$ cat src/rtl/manchester_rx_decoder_if.sv
// Signal bundle between a Manchester line receiver and its consumer.
// The slave modport is the decoder side; master is the driver/consumer side.
interface manchester_rx_decoder_if #(
  parameter int DATA_BITS = 8
);
  logic                 ena;
  logic                 mode;
  logic                 line_in;
  logic [DATA_BITS-1:0] data_out;
  logic                 data_valid;
  logic                 code_err;
  logic                 parity_err;
  logic                 busy;

  modport master (
    output ena, mode, line_in,
    input  data_out, data_valid, code_err, parity_err, busy
  );

  modport slave (
    input  ena, mode, line_in,
    output data_out, data_valid, code_err, parity_err, busy
  );
endinterface

$ cat src/rtl/manchester_rx_decoder.sv
// Oversampling Manchester receiver: sync bit + DATA_BITS data bits, MSB first.
// Define MANCHESTER_RX_PARITY_EN to expect a trailing even-parity bit per frame.
module manchester_rx_decoder #(
  parameter int HALF_BIT  = 4,
  parameter int DATA_BITS = 8
) (
  input  logic                    clk,
  input  logic                    rst_n,
  manchester_rx_decoder_if.slave  bus
);
  localparam int CW = $clog2(HALF_BIT);
  localparam int IW = $clog2(2 * HALF_BIT);
`ifdef MANCHESTER_RX_PARITY_EN
  localparam int FRAME_BITS = DATA_BITS + 1;
`else
  localparam int FRAME_BITS = DATA_BITS;
`endif
  localparam int BW = $clog2(FRAME_BITS + 1);

  localparam logic [CW-1:0] SAMPLE_AT = CW'(HALF_BIT / 2 - 1);
  localparam logic [CW-1:0] CNT_LAST  = CW'(HALF_BIT - 1);
  localparam logic [IW-1:0] IDLE_LAST = IW'(2 * HALF_BIT - 1);
  localparam logic [BW-1:0] BIT_LAST  = BW'(FRAME_BITS - 1);

  typedef enum logic [1:0] {WAIT_IDLE, IDLE, SYNC, DATA} state_t;

  logic                 sync1_q, sync2_q, prev_q;
  state_t               state_q;
  logic                 mode_q;
  logic [CW-1:0]        cnt_q;
  logic                 phase_q;
  logic                 h1_taken_q;
  logic                 h1_q;
  logic [IW-1:0]        idle_cnt_q;
  logic [BW-1:0]        bit_idx_q;
  logic [DATA_BITS-1:0] shift_q;
  logic [DATA_BITS-1:0] data_out_q;
  logic                 data_valid_q, code_err_q, parity_err_q, busy_q;

  logic line_s, idle_lvl, line_edge, h1_pt, h2_pt, dec_bad, dec_bit, last_bit;

  assign line_s    = sync2_q;
  assign idle_lvl  = ~bus.mode;
  assign line_edge = line_s ^ prev_q;
  assign h1_pt     = (phase_q == 1'b0) && (cnt_q == SAMPLE_AT);
  assign h2_pt     = (phase_q == 1'b1) && (cnt_q == SAMPLE_AT);
  assign dec_bad   = (h1_q == line_s);
  assign dec_bit   = mode_q ? h1_q : line_s;
  assign last_bit  = (bit_idx_q == BIT_LAST);

  // Two-flop synchroniser plus one delayed copy for edge detection.
  always_ff @(posedge clk or negedge rst_n) begin
    if (!rst_n) begin
      sync1_q <= 1'b0;
      sync2_q <= 1'b0;
      prev_q  <= 1'b0;
    end else begin
      sync1_q <= bus.line_in;
      sync2_q <= sync1_q;
      prev_q  <= sync2_q;
    end
  end

  // Frame FSM with half-bit timing, mid-bit resync and registered strobes.
  always_ff @(posedge clk or negedge rst_n) begin
    if (!rst_n) begin
      state_q      <= WAIT_IDLE;
      mode_q       <= 1'b0;
      cnt_q        <= '0;
      phase_q      <= 1'b0;
      h1_taken_q   <= 1'b0;
      h1_q         <= 1'b0;
      idle_cnt_q   <= '0;
      bit_idx_q    <= '0;
      shift_q      <= '0;
      data_out_q   <= '0;
      data_valid_q <= 1'b0;
      code_err_q   <= 1'b0;
      parity_err_q <= 1'b0;
      busy_q       <= 1'b0;
    end else begin
      data_valid_q <= 1'b0;
      code_err_q   <= 1'b0;
      parity_err_q <= 1'b0;
      if (!bus.ena) begin
        state_q    <= WAIT_IDLE;
        idle_cnt_q <= '0;
        busy_q     <= 1'b0;
      end else begin
        case (state_q)
          WAIT_IDLE: begin
            if (line_s == idle_lvl) begin
              if (idle_cnt_q == IDLE_LAST) begin
                state_q    <= IDLE;
                idle_cnt_q <= '0;
              end else begin
                idle_cnt_q <= idle_cnt_q + IW'(1);
              end
            end else begin
              idle_cnt_q <= '0;
            end
          end
          IDLE: begin
            if (line_s != idle_lvl) begin
              state_q    <= SYNC;
              busy_q     <= 1'b1;
              mode_q     <= bus.mode;
              cnt_q      <= '0;
              phase_q    <= 1'b0;
              h1_taken_q <= 1'b0;
              bit_idx_q  <= '0;
            end
          end
          SYNC, DATA: begin
            // A mid-bit edge after the first sample realigns the second half.
            if (!phase_q && h1_taken_q && line_edge) begin
              phase_q <= 1'b1;
              cnt_q   <= '0;
            end else if (cnt_q == CNT_LAST) begin
              phase_q    <= ~phase_q;
              cnt_q      <= '0;
              h1_taken_q <= 1'b0;
            end else begin
              cnt_q <= cnt_q + CW'(1);
            end
            if (h1_pt) begin
              h1_q       <= line_s;
              h1_taken_q <= 1'b1;
            end
            if (h2_pt) begin
              if (dec_bad || (state_q == SYNC && !dec_bit)) begin
                code_err_q <= 1'b1;
                state_q    <= WAIT_IDLE;
                idle_cnt_q <= '0;
                busy_q     <= 1'b0;
              end else if (state_q == SYNC) begin
                state_q <= DATA;
              end else begin
                bit_idx_q <= bit_idx_q + BW'(1);
                shift_q   <= {shift_q[DATA_BITS-2:0], dec_bit};
                if (last_bit) begin
                  state_q    <= WAIT_IDLE;
                  idle_cnt_q <= '0;
                  busy_q     <= 1'b0;
`ifdef MANCHESTER_RX_PARITY_EN
                  if (^{shift_q, dec_bit}) begin
                    parity_err_q <= 1'b1;
                  end else begin
                    data_out_q   <= shift_q;
                    data_valid_q <= 1'b1;
                  end
`else
                  data_out_q   <= {shift_q[DATA_BITS-2:0], dec_bit};
                  data_valid_q <= 1'b1;
`endif
                end
              end
            end
          end
          default: begin
            state_q <= WAIT_IDLE;
            busy_q  <= 1'b0;
          end
        endcase
      end
    end
  end

  assign bus.data_out   = data_out_q;
  assign bus.data_valid = data_valid_q;
  assign bus.code_err   = code_err_q;
  assign bus.parity_err = parity_err_q;
  assign bus.busy       = busy_q;
endmodule

$ cat src/flat_wrapper.sv
// flat-port wrapper written by rule: the top's interface ports become plain ports
module manchester_rx_decoder_flat 
#(
  parameter int HALF_BIT  = 4,
  parameter int DATA_BITS = 8
)
  (clk, rst_n, bus_ena, bus_mode, bus_line_in, bus_data_out, bus_data_valid, bus_code_err, bus_parity_err, bus_busy);
  manchester_rx_decoder_if #(.DATA_BITS(DATA_BITS)) bus_i ();
  input  logic clk;
  input  logic rst_n;
  input wire logic [$bits(bus_i.ena)-1:0] bus_ena;
  input wire logic [$bits(bus_i.mode)-1:0] bus_mode;
  input wire logic [$bits(bus_i.line_in)-1:0] bus_line_in;
  output wire logic [$bits(bus_i.data_out)-1:0] bus_data_out;
  output wire logic [$bits(bus_i.data_valid)-1:0] bus_data_valid;
  output wire logic [$bits(bus_i.code_err)-1:0] bus_code_err;
  output wire logic [$bits(bus_i.parity_err)-1:0] bus_parity_err;
  output wire logic [$bits(bus_i.busy)-1:0] bus_busy;
  assign bus_i.ena = bus_ena;
  assign bus_i.mode = bus_mode;
  assign bus_i.line_in = bus_line_in;
  assign bus_data_out = bus_i.data_out;
  assign bus_data_valid = bus_i.data_valid;
  assign bus_code_err = bus_i.code_err;
  assign bus_parity_err = bus_i.parity_err;
  assign bus_busy = bus_i.busy;
  manchester_rx_decoder #(.HALF_BIT(HALF_BIT), .DATA_BITS(DATA_BITS)) u_core (.clk(clk), .rst_n(rst_n), .bus(bus_i));
endmodule
$ cat config.mk
export PLATFORM = sky130hd
export DESIGN_NAME = manchester_rx_decoder_flat
export DESIGN_NICKNAME = d
export VERILOG_FILES = /design/src/rtl/manchester_rx_decoder_if.sv /design/src/rtl/manchester_rx_decoder.sv /design/src/flat_wrapper.sv
export SDC_FILE = /design/constraint.sdc
export NUM_CORES = 1
export LEC_CHECK = 0
export CAP_MARGIN = 40
export CORE_MARGIN = 2
export CORE_UTILIZATION = 40
export CTS_BUF_LIST = sky130_fd_sc_hd__clkbuf_4
export CTS_CLUSTER_DIAMETER = 200
export DETAILED_ROUTE_END_ITERATION = 7
export GPL_TIMING_DRIVEN = 0
export MAX_ROUTING_LAYER = met4
export REMOVE_ABC_BUFFERS = 1
export SKIP_CTS_REPAIR_TIMING = 1
export SYNTH_ARGS = -nofsm -noshare
export SYNTH_HDL_FRONTEND = slang
export SYNTH_SLANG_ARGS = --single-unit
$ cat constraint.sdc
create_clock -name clk -period 1.56 [get_ports clk]
set_input_delay 0.312 -clock clk [delete_from_list [all_inputs] [get_ports clk]]
set_output_delay 0.312 -clock clk [all_outputs]
set_load 0.1 [all_outputs]
# Word-level counts from Yosys, hierarchy flattened
# Index checks and enable logic that the tools add are counted.
classes:
  addsub: 3
  eq_ne: 26
  n_mul: 0
  magnitude_cmp: 0
  n_reduce_logical: 22
  n_div: 0
  shifts: 0
  bitwise: 5
  mux: 52
ops:
  columns: ["op", "count"]
  rows:
  - ["1-bit two-way mux", 23]
  - ["2-bit two-way mux", 11]
  - ["3-bit two-way mux", 7]
  - ["5-bit AND reduction", 4]
  - ["4-bit two-way mux", 4]
  - ["3-bit by 2-bit inequality test with 1-bit output (second input constant)", 5]
  - ["3-bit by 1-bit inequality test with 1-bit output (second input constant)", 4]
  - ["6-bit AND reduction", 2]
  - ["3-bit AND reduction", 3]
  - ["4-bit case mux with 2 select lines", 1]
  - ["4-bit AND reduction", 2]
  - ["2-bit == test (second input constant)", 3]
  - ["1-bit case mux with 2 select lines", 3]
  - ["2-bit case mux with 3 select lines", 1]
  - ["3-bit case mux with 2 select lines", 1]
  - ["1-bit logical AND", 5]
  - ["5-bit by 2-bit inequality test with 1-bit output (second input constant)", 1]
  - ["4-bit by 1-bit adder with 4-bit output (second input constant)", 1]
  - ["2-bit by 1-bit == test with 1-bit output (second input constant)", 2]
  - ["4-bit by 3-bit == test with 1-bit output (second input constant)", 1]
  - ["2-bit by 1-bit inequality test with 1-bit output (second input constant)", 2]
  - ["2-bit inequality test (second input constant)", 2]
  - ["4-bit by 2-bit inequality test with 1-bit output (second input constant)", 1]
  - ["4-bit inequality test (second input constant)", 1]
  - ["13 further kinds", 18]
totals:
  latchBits: 0
  word_cells: 124
  ram_bits: 0
  regBits: 36
  input_bits: 5
  n_memories: 0
  output_inout_bits: 12
  mem_bits_ro: 0

# Depth between registers and ports, before layout
depth:
  word_depth: 8
  mapped_depth: 7
  depth_no_buf: 7

# Worst setup path before layout
# Ideal clock, no wire load.
synth_timing:
  path_type: "reg2reg"
  from: "reg u_core.cnt_q[1]"
  to: "reg u_core.shift_q[1]"
  arrival_ns: 1.526
  required_time_ns: 1.435
  path_stages_with_launch: 7
  slack_ns: -0.091
  synth_period_minus_slack_ns: 1.651
  cell_sequence: "dfrtp_1 -> inv_1 -> ha_1 -> nand4_1 -> or3b_4 -> buf_6 -> mux2_4"
synth_between:
  elab_chain_cells: 3
synth_rtl:
  columns: ["element", "line_no", "text"]
  rows:
  - ["start, declared", "manchester_rx_decoder.sv:30", "logic [CW-1:0] cnt_q;"]
  - ["start signal, assigned", "manchester_rx_decoder.sv:124", "cnt_q <= cnt_q + CW'(1);"]
  - ["2-bit by 1-bit == test with 1-bit output", "manchester_rx_decoder.sv:46", "assign h2_pt = (phase_q == 1'b1) && (cnt_q == SAMPLE_AT);"]
  - ["1-bit logical AND", "manchester_rx_decoder.sv:46", null]
  - ["5-bit AND reduction (no line)", null, null]
  - ["end signal, assigned", "manchester_rx_decoder.sv:140", "shift_q <= {shift_q[DATA_BITS-2:0], dec_bit};"]
  - ["end, declared", "manchester_rx_decoder.sv:36", "logic [DATA_BITS-1:0] shift_q;"]
# Every way passes these cells.
# A chain may end at the register's enable or synchronous reset.

# Final worst setup path
# Ends and elaborated chain as after synthesis.

==> results.sh <==
export IMPL_synth_area_mm2=0.00171
export IMPL_setup_slack_ps=-202
export IMPL_cts_root_buffer="clkbuf_4"
export IMPL_fp_row_count=23
export IMPL_grt_antenna_before_repair=0
export IMPL_synth_top_family_by_area="simple AND/OR/NAND/NOR gates"
export IMPL_crit_path_max_fanout=9
export IMPL_crit_buf_inv=2
export IMPL_skew_ps=5.87
export IMPL_grt_util_all_layers_pct=14.4
export IMPL_setup_viol=17
export IMPL_timing_slew_headroom_pct=48.3
export IMPL_grt_max_degree=37
export IMPL_core_region_area_mm2=0.00406
export IMPL_die_h_um=69.4
export IMPL_cp_arrival_ps=2010
export IMPL_yosysUniqueCellTypes=41
export IMPL_dieArea_mm2=0.00481
export IMPL_overflow=0
export IMPL_tightestPinTransition_ps=775
export IMPL_cts_buffers=5
export IMPL_nets=222
export IMPL_yosysSeqAreaShare_pct=52.7
export IMPL_p_per_area_mw_per_mm2=1060
export IMPL_finalMaxSlewViolations=0
export IMPL_startpoint_type="flop"
export IMPL_clock_power_share_pct=19.5
export IMPL_grt_pass1_vias=1198
export IMPL_final_util_pct=60.0
export IMPL_status="finished, violations left"
export IMPL_synthMuxAreaShare_pct=7.61
export IMPL_swShare_pct=36.5
export IMPL_cp_top_family="simple AND/OR/NAND/NOR gates"
export IMPL_drive_above_1_share_pct=37.6
export IMPL_peakVddDrop_mv=0.540
export IMPL_cp_end_kind="flop"
export IMPL_hold_violations=0
export IMPL_violations="negative setup slack"
export IMPL_synth_xor_area_share_pct=2.93
export IMPL_cp_required_ps=1810
export IMPL_worstSetupPathType="reg -> reg"
export IMPL_gp_congestion=0.814
export IMPL_grt_pass1_wl_um=5310
export IMPL_cts_clk_slew_worst_paths_ps=110
export IMPL_die_w_um=69.4
export IMPL_maxCapViolations=0
export IMPL_path_cells="inv_2 -> ha_4 -> nand4_1 -> or3b_4 -> buf_12 -> mux2_4"
export IMPL_tns_ps=-2000
export IMPL_power_share_sequential_pct=45.9
export IMPL_dr_pass1_iters=5
export IMPL_htreeDepth=2
export IMPL_worst_path_max_delay_cell="or3b_4"
export IMPL_synthCells=165
export IMPL_r2r_slack_ps=-200
export IMPL_yosys_warnings=0
export IMPL_clock_sinks=36
export IMPL_rsz0062_at_grt="yes"
export IMPL_avgSynthCellArea_um2=10.4
export IMPL_ant_nets=0
export IMPL_final_cell_mix="32 x dfrtp_1, 30 x nand2_1, 18 x buf_4, 12 x buf_12, 11 x o21ai_0"
export IMPL_period_minus_slack_ps=1760
export IMPL_p_comb_share_pct=34.6
export IMPL_synth_compound_gate_area_share_pct=10.7
export IMPL_routed_wl_um=3450
export IMPL_nFillCells=332
export IMPL_hold_path_class="in -> async"
export IMPL_vias=1325
export IMPL_syn_to_final_growth_pct=42.4
export IMPL_intPower_mw=1.64
export IMPL_synth_simple_area_share_pct=17.8
export IMPL_timing_rr_end="u_core.shift_q[1]$_DFFE_PN0P_"
export IMPL_post_route_period_util_pct=113
export IMPL_power_mw=2.58
export IMPL_p_switching_uw=944
export IMPL_final_common_cell="dfrtp_1"
export IMPL_initial_core_util_pct=42.2
export IMPL_clock_path_buffers=2
export IMPL_drc_errors=0
export IMPL_clock_latency_ps=350
export IMPL_yosys_area_share_adder_pct=3.66
export IMPL_pin_count=17
export IMPL_drt_iter0_markers=67
export IMPL_cpPeakStageDelay_ps=470
export IMPL_reg2reg_depth=6
export IMPL_p_leak_nw=1.28
export IMPL_wl_per_cell_um=13.1
export IMPL_path_depth=6
export IMPL_hpwlAfterDp_um=2120
export IMPL_n_antenna_cell=0
export IMPL_ys_ff_latch=36
export IMPL_r2r_start="u_core.cnt_q[1]$_DFFE_PN0P_"
export IMPL_cts_tree="built"
export IMPL_port_buffers=15
export IMPL_avgViaCountPerCell=5.04
export IMPL_fmax_mhz=567
-- how the worst max path moves through the flow --
stage / startpoint / endpoint / slack, ps
3_3_place_gp: rst_n / u_core.bus.data_out[1]$_DFFE_PN0P_ / -610
3_5_place_dp: bus_ena / u_core.bit_idx_q[2]$_DFFE_PN0P_ / -570
4_1_cts: u_core.state_q[0]$_DFFE_PN0P_ / u_core.idle_cnt_q[2]$_DFFE_PN0P_ / -420
6_report: u_core.cnt_q[1]$_DFFE_PN0P_ / u_core.shift_q[1]$_DFFE_PN0P_ / -200
2_1_floorplan: u_core.state_q[0]$_DFFE_PN0P_ / u_core.idle_cnt_q[0]$_DFFE_PN0P_ / -110
5_1_grt: u_core.cnt_q[1]$_DFFE_PN0P_ / u_core.shift_q[6]$_DFFE_PN0P_ / -290
-- kinds of logic after synthesis --
| logic type | count (synthesis) |
|---|---|
| AO/OA/AOI/OAI | 31 |
| XOR/XNOR | 4 |
| adder cells (fa/ha/maj) | 5 |
| buffers and inverters | 15 |
| flip-flops | 36 |
| multiplexers | 10 |
| other | 1 |
| AND/OR/NAND/NOR | 63 |
-- flip-flops by register name (all words and copies together), names as in the netlist --
name                   cells
u_core.bit_idx_q           4
u_core.bus.busy            1
u_core.bus.code_err        1
u_core.bus.data_out        8
u_core.bus.data_valid      1
u_core.cnt_q               2
u_core.h1_q                1
u_core.h1_taken_q          1
u_core.idle_cnt_q          3
u_core.line_s              1
u_core.mode_q              1
u_core.phase_q             1
u_core.prev_q              1
u_core.shift_q             7
u_core.state_q             2
u_core.sync1_q             1
-- synthesized netlist by cell type, drive strengths merged --
master / count / area share (%)
mux2i: 1 / 0.59
a21oi: 5 / 1.5
o21ai: 16 / 4.7
nand3: 3 / 0.88
nor3b: 2 / 0.88
inv: 9 / 2.0
mux2: 9 / 7.0
buf: 4 / 2.0
nor2b: 1 / 0.37
o22ai: 2 / 0.73
clkinv: 1 / 0.22
nand4: 1 / 0.37
or3b: 1 / 0.66
and3b: 2 / 1.0
a211oi: 1 / 0.44
a21bo: 1 / 0.59
conb: 1 / 0.22
a21o: 1 / 0.44
nand2: 34 / 7.5
nor2: 7 / 1.5
o311a: 1 / 0.59
clkbuf: 1 / 0.22
xnor2: 2 / 1.5
o311ai: 1 / 0.51
ha: 5 / 3.7
and2: 2 / 0.73
nand4b: 2 / 1.0
nor4: 1 / 0.37
nor3: 1 / 0.29
dfrtp: 36 / 53
a31oi: 1 / 0.37
nand2b: 5 / 1.8
or3: 1 / 0.37
xor2: 2 / 1.5
o31ai: 2 / 0.88
-- stage by stage --
stage | instances | worst slack (ps) | cell area, um2 | hold slack (ps)
after floorplan | 160 | -111 | 1670 | 16.4
after global placement | 225 | -609 | 1880 | 334
after detailed placement | 236 | -573 | 2040 | 349
after CTS | 244 | -425 | 2100 | 49.7
after global routing | 263 | -292 | 2440 | 69.3
final | 263 | -202 | 2440 | 22.6
-- per-layer routing --
metal	routed length (um)	vias up	part of all wire, %	track usage, %
met1	1630	641	47	18.4
li1	-	651	-	-
met4	62	0	1.8	5.88
met2	1620	26	47	21.4
met3	138	7	4.0	4.51
met5	0	-	0	-
-- cell type report --
cell class              count  area (um2)  share of cell area (%)
well taps                  50        62.6                    2.57
inverters                  10        37.5                    1.54
flip-flops and latches     36         906                    37.2
repair buffers             45         533                    21.9
multi-input cells         114         841                    34.5
clock inverters             3        18.8                   0.770
clock buffers               5        37.5                    1.54
-- worst reg2reg max path: stages (launching register included) --
cell and delay, ps:
dfrtp_1 420, inv_2 70, ha_4 140, nand4_1 110
or3b_4 470, buf_12 160, mux2_4 290
-- power by group through the flow --
| stage | Sequential, mW | Combinational [mW] | Clock [mW] |
|---|---|---|---|
| after CTS | 1.19 | 0.592 | 0.522 |
| after detailed placement | 1.21 | 0.592 | 0 |
| after floorplan | 1.26 | 0.337 | 0 |
| after global routing | 1.20 | 0.980 | 0.570 |
| after global placement | 1.20 | 0.534 | 0 |
| final | 1.18 | 0.894 | 0.504 |
(Power assumes the default switching activity.)
==> RTL change 1, RTL diff (same settings) <==
The option `MANCHESTER_RX_PARITY_EN` is turned on by a define.
--- a/src/rtl/manchester_rx_decoder.sv
+++ b/src/rtl/manchester_rx_decoder.sv
@@ -1,4 +1,6 @@
 // Oversampling Manchester receiver: sync bit + DATA_BITS data bits, MSB first.
 // Define MANCHESTER_RX_PARITY_EN to expect a trailing even-parity bit per frame.
+`define MANCHESTER_RX_PARITY_EN
+
 module manchester_rx_decoder #(
   parameter int HALF_BIT  = 4,
Formal check against the unedited RTL: same outputs for any inputs over 10 cycles, from zero or initial values and one cycle with rst_n low; that may be too few to reach the edited logic, so the function may still have changed.
==> RTL change 1 against the original RTL <==
  * The run still ends with negative setup slack left
  * Via count grew 2.8%
  * Worst setup slack worse by 130 ps
  * Critical path depth is the same
  * Synthesized area up 9.7%
  * Sequential share of layout area decreased by 0.57 points
  * Routed wire length is 16% higher
  * Sequential cell count up 2
  * Final area up 7.4%
  * Highest routed layer unchanged
Power is not compared: it rests on default switching activity, and its combinational part moved more than twofold at a synthesized area within 25%.
==> RTL change 1: results (changes against the original RTL) <==
number of vias after detailed routing 1362 (+2.8%); Top delay family on crit path flip-flops; count of flip-flops with a built-in enable after synthesis 0 (unchanged); slowest stage cell, crit path sky130_fd_sc_hd__dfrtp_2; global-route wire length before repair 5930 µm (+12%); pin count of the biggest net entering global routing 39 (+5.4%); Max-slew headroom 0.452 (-0.0311); total cell area at the placement stage 2230 µm² (+9.0%); cell count after placement 233 (-1.3%); violations in the final reports negative setup slack; router iterations before antenna repair 4 (-1); yosys warns 0 (unchanged); Detail Route met3 WL 131 µm (-5.1%); ranking of synthesized cells by instance count 38 x sky130_fd_sc_hd__dfrtp_1, 17 x sky130_fd_sc_hd__mux2_2, 16 x sky130_fd_sc_hd__nand2_1; setup ws final -328 ps (-126 ps); number of CTS-inserted buffers 5 (unchanged); share of synthesized registers carrying an async set or reset 1.00 (unchanged); vias in the first global route 1290 (+7.7%); initial antenna violation count 0 (unchanged); DRT met1 WL 1750 µm (+7.5%); detail-routed net length per standard cell 15.7 µm (+20%); sequential fraction of the synthesis area 0.507 (-0.0200); longest individual stage delay on the worst path 490 ps (+20 ps); Worst-path clk slew 120 ps; total number of nets in the final design 213 (-4.1%); routability congestion estimate from global placement 0.814 (unchanged); uppermost metal layer occupied by signal nets met4; skew final 17.4 ps (+11.5 ps); # diodes 0 (unchanged); Buffers on Ports 16 (+1); First DRT Iteration DRCs 110 (+64%); worst-case clock buffer depth 2 (unchanged); data arrival time of the critical path 2130 ps (+120 ps); clk_lat worst skew 350 ps (about the same); Hold/Removal Path Class input pin to asynchronous set/reset pin; GRT Util Overall 0.152 (+0.00801); number of levels the H-tree was split into 2 (unchanged); total leakage power 1.34 nW; Met2 Wirelength 2080 µm (+28%); Post-synth top flop sky130_fd_sc_hd__dfrtp_1; number of distinct standard cells referenced by the synthesized netlist 40 (-2.4%); ranking of synthesized cells by area sky130_fd_sc_hd__dfrtp_1 51%, sky130_fd_sc_hd__mux2_2 10%, sky130_fd_sc_hd__ha_1 4.0%, sky130_fd_sc_hd__nand2_1 3.2%, sky130_fd_sc_hd__xnor2_1 2.3%; Max Fanout on Critical Path 10 (+1); number of fillers in the final layout 363 (+9.3%); endpoints failing setup 21 (+4); fraction of layout instances using a drive strength above 1 0.399 (+0.0234); result of the run finished, violations left; post-detailed-placement half-perimeter wirelength 2350 µm (+11%); clock root buffer sky130_fd_sc_hd__clkbuf_4; Worst IR Drop VDD 0.630 mV; number of instances in the synthesized netlist 161 (-2.4%); Setup CP Type flop to flop; WL final 4010 µm (+16%)
RTL change 1: power breakdown:
group	leakage (nW)	total, W	internal (W)	switching [W]
clock network	0.0450	0.000660	0.000332	0.000328
registers	0.506	0.00100	0.000992	0.00000747
logic	0.784	0.0000892	0.0000376	0.0000516
total	1.34	0.00175	0.00136	0.000387
RTL change 1: per-stage QoR:
step | hold slack, ps | setup slack [ps] | TNS (ps) | util
after detailed placement | 338 | -1110 | -23160 | 0.501
after global placement | 338 | -1070 | -50070 | 0.462
after CTS | 80.7 | -787 | -16110 | 0.519
after global routing | 108 | -387 | -6810 | 0.589
final | 52.1 | -328 | -5290 | 0.589
after floorplan | 16.4 | -362 | -4270 | -
RTL change 1: per-layer routing:
metal,track usage,up-vias
met5,-,-
met1,0.198,689
met3,0.0389,6
li1,-,645
met4,0.0597,0
met2,0.228,22
RTL change 1: final cells by class:
class / instances / area share
inverter: 5 / 0.00717
timing repair buffer: 41 / 0.199
sequential: 38 / 0.366
multi-input combinational: 111 / 0.373
clock buffer: 5 / 0.0143
tap: 52 / 0.0249
clock inverter: 3 / 0.0153
RTL change 1: logic make-up (layout without fill, tap and decap cells):
group | Yosys count | in the layout | synth area share
buffers and inverters | 13 | 54 | 0.0360
flip-flops | 38 | 38 | 0.507
AO/OA/AOI/OAI | 26 | 26 | 0.0960
multiplexers | 20 | 20 | 0.121
XOR/XNOR | 11 | 11 | 0.0633
AND/OR/NAND/NOR | 47 | 48 | 0.137
adder cells (fa/ha/maj) | 6 | 6 | 0.0400
RTL change 1: worst register-to-register path: cells and delay by family (launching register included):
| family | cells | cell delay (ps) |
|---|---|---|
| DFF | 1 | 490 |
| and+or+nand+nor | 2 | 440 |
| muxes | 1 | 330 |
| buffers and inverters | 2 | 300 |
| xor gates and xnor gates | 1 | 250 |
RTL change 1: worst paths after layout:
kind / from / end / slack [ps] / cells after the start
min in group clk: u_core.sync1_q$_DFF_PN0_ / u_core.line_s$_DFF_PN0_ / 360 / 0
max: u_core.line_s$_DFF_PN0_ / u_core.shift_q[3]$_DFFE_PN0P_ / -330 / 6
max in group asynchronous: rst_n / u_core.state_q[1]$_DFFE_PN0P_ / 910 / 1
min: rst_n / u_core.phase_q$_DFFE_PN0P_ / 50 / 1
min reg2reg: u_core.sync1_q$_DFF_PN0_ / u_core.line_s$_DFF_PN0_ / 360 / 0
max reg2reg: u_core.line_s$_DFF_PN0_ / u_core.shift_q[3]$_DFFE_PN0P_ / -330 / 6
==> RTL change 2, RTL diff (same flow settings) <==
Made on the original files. Reset style: synchronous (`rst_n`), changed in 2 clocked blocks.
--- a/src/rtl/manchester_rx_decoder.sv
+++ b/src/rtl/manchester_rx_decoder.sv
@@ -50,5 +50,5 @@
 
   // Two-flop synchroniser plus one delayed copy for edge detection.
-  always_ff @(posedge clk or negedge rst_n) begin
+  always_ff @(posedge clk) begin
     if (!rst_n) begin
       sync1_q <= 1'b0;
@@ -63,5 +63,5 @@
 
   // Frame FSM with half-bit timing, mid-bit resync and registered strobes.
-  always_ff @(posedge clk or negedge rst_n) begin
+  always_ff @(posedge clk) begin
     if (!rst_n) begin
       state_q      <= WAIT_IDLE;
Formal check against the unedited RTL: differs if rst_n is asserted again (counterexample within 10 cycles, from zero or initial values and one cycle with rst_n low); with rst_n held inactive, the same outputs for 10 cycles.
==> RTL change 2 against the original RTL <==
  * The flow still finishes with violations (negative setup slack)
  * Largest cell class is now multi-input combinational cells
  * Final area is 6.8% lower
  * Worst setup slack better by 150 ps
  * Synthesized cell count is 18% higher
  * Synthesized area is 1.5% lower
  * Sequential cell count stayed put
  * Routed wire length is 3.9% higher
  * Highest routed layer unchanged
Power is not compared: it rests on default switching activity, and its combinational part moved more than twofold at a synthesized area within 25%.
==> RTL change 2: results (changes against the original RTL) <==
result of the run finished, violations left; violations in the final reports negative setup slack; share of synthesized registers carrying an async set or reset 0 (-1.00); First DRT Iteration DRCs 88 (+31%); number of ordinary inverters in the final layout 6 (-4); post-detailed-placement half-perimeter wirelength 2330 µm (+9.7%); count of multi-input gates 140 (+23%); longest individual stage delay on the worst path 450 ps (-20 ps); fraction of layout instances using a drive strength above 1 0.268 (-0.107); slowest stage cell, crit path sky130_fd_sc_hd__or3_4; global-route wire length before repair 5710 µm (+7.7%); post-synthesis adder-cell area fraction 0.0371 (+0.000571); cell count after placement 259 (+9.7%); full die area 4750 µm² (-1.5%); ranking of synthesized cells by instance count 36 x sky130_fd_sc_hd__dfxtp_1, 31 x sky130_fd_sc_hd__nand2_1, 14 x sky130_fd_sc_hd__nand3_1; vias in the first global route 1338 (+12%); pin count of the biggest net entering global routing 25 (-32%); clock distribution area overhead in the final layout 0.0248 (+0.00169); skew final 3.17 ps (-2.69 ps); multi-input logic area 976 µm² (+16%); number of clock buffer instances in the layout 6 (+1); number of instances in the synthesized netlist 195 (+18%); endpoints failing setup 2 (-15); number of vias after detailed routing 1431 (+8.0%); data arrival time of the critical path 1880 ps (-130 ps); Max Fanout on Critical Path 6 (-3); non-clock buffer total of the final layout 30 (-33%); setup ws final -51.3 ps (+151 ps); setup total negative slack -85.1 ps (+1920 ps); total cell area at the placement stage 2020 µm² (-1.4%); share of cell area taken by muxes after synthesis 0.0119 (-0.0642); total number of nets in the final design 229 (+3.2%); GRT Util Overall 0.169 (+0.0246); ranking of synthesized cells by area sky130_fd_sc_hd__dfxtp_1 43%, sky130_fd_sc_hd__nand2_1 6.9%, sky130_fd_sc_hd__nand3_1 4.2%, sky130_fd_sc_hd__a21boi_0 4.0%, sky130_fd_sc_hd__o21ai_0 3.9%; signal buffers share of area 0.181 (-0.0374); worst hold margin 355 ps (+333 ps); share of the synthesized area in compound gates (AO/OA/AOI/OAI) 0.182 (+0.0752); post-layout instance count excluding filler cells 270 (+2.7%); number of distinct standard cells referenced by the synthesized netlist 44 (+7.3%); relative area change from synthesis to final layout 34.8%; sequential cell area 741 µm² (-18%); sequential fraction of the synthesis area 0.428 (-0.0988); routability congestion estimate from global placement 0.782 (-4.0%); detail-routed net length per standard cell 13.3 µm (+1.2%)
## RTL change 2: critical path: cells and delay by family (launching register included)
| family | cells | cell delay (ps) |
|---|---|---|
| simple gates | 3 | 920 |
| flops | 1 | 350 |
| fa+ha+maj | 1 | 150 |
| buf+inv | 1 | 60 |
| compound gates | 1 | 60 |
## RTL change 2: metal layers
metal  GRT usage  share of wire  wire [µm]  up-vias
met5           -              0          0        -
met4      0.0882          0.011         38        0
met3      0.0341          0.035        126        5
met2       0.278           0.48       1730       25
met1       0.194           0.47       1690      661
li1            -              -          -      740
## RTL change 2: final timing paths
check,end,cells past startpoint
worst max-delay path,u_core.bit_idx_q[2]$_SDFFE_PN0P_,6
worst min-delay path,u_core.shift_q[0]$_SDFFE_PN0P_,2
worst max register to register,u_core.bit_idx_q[2]$_SDFFE_PN0P_,6
worst min register to register,u_core.line_s$_SDFF_PN0_,1
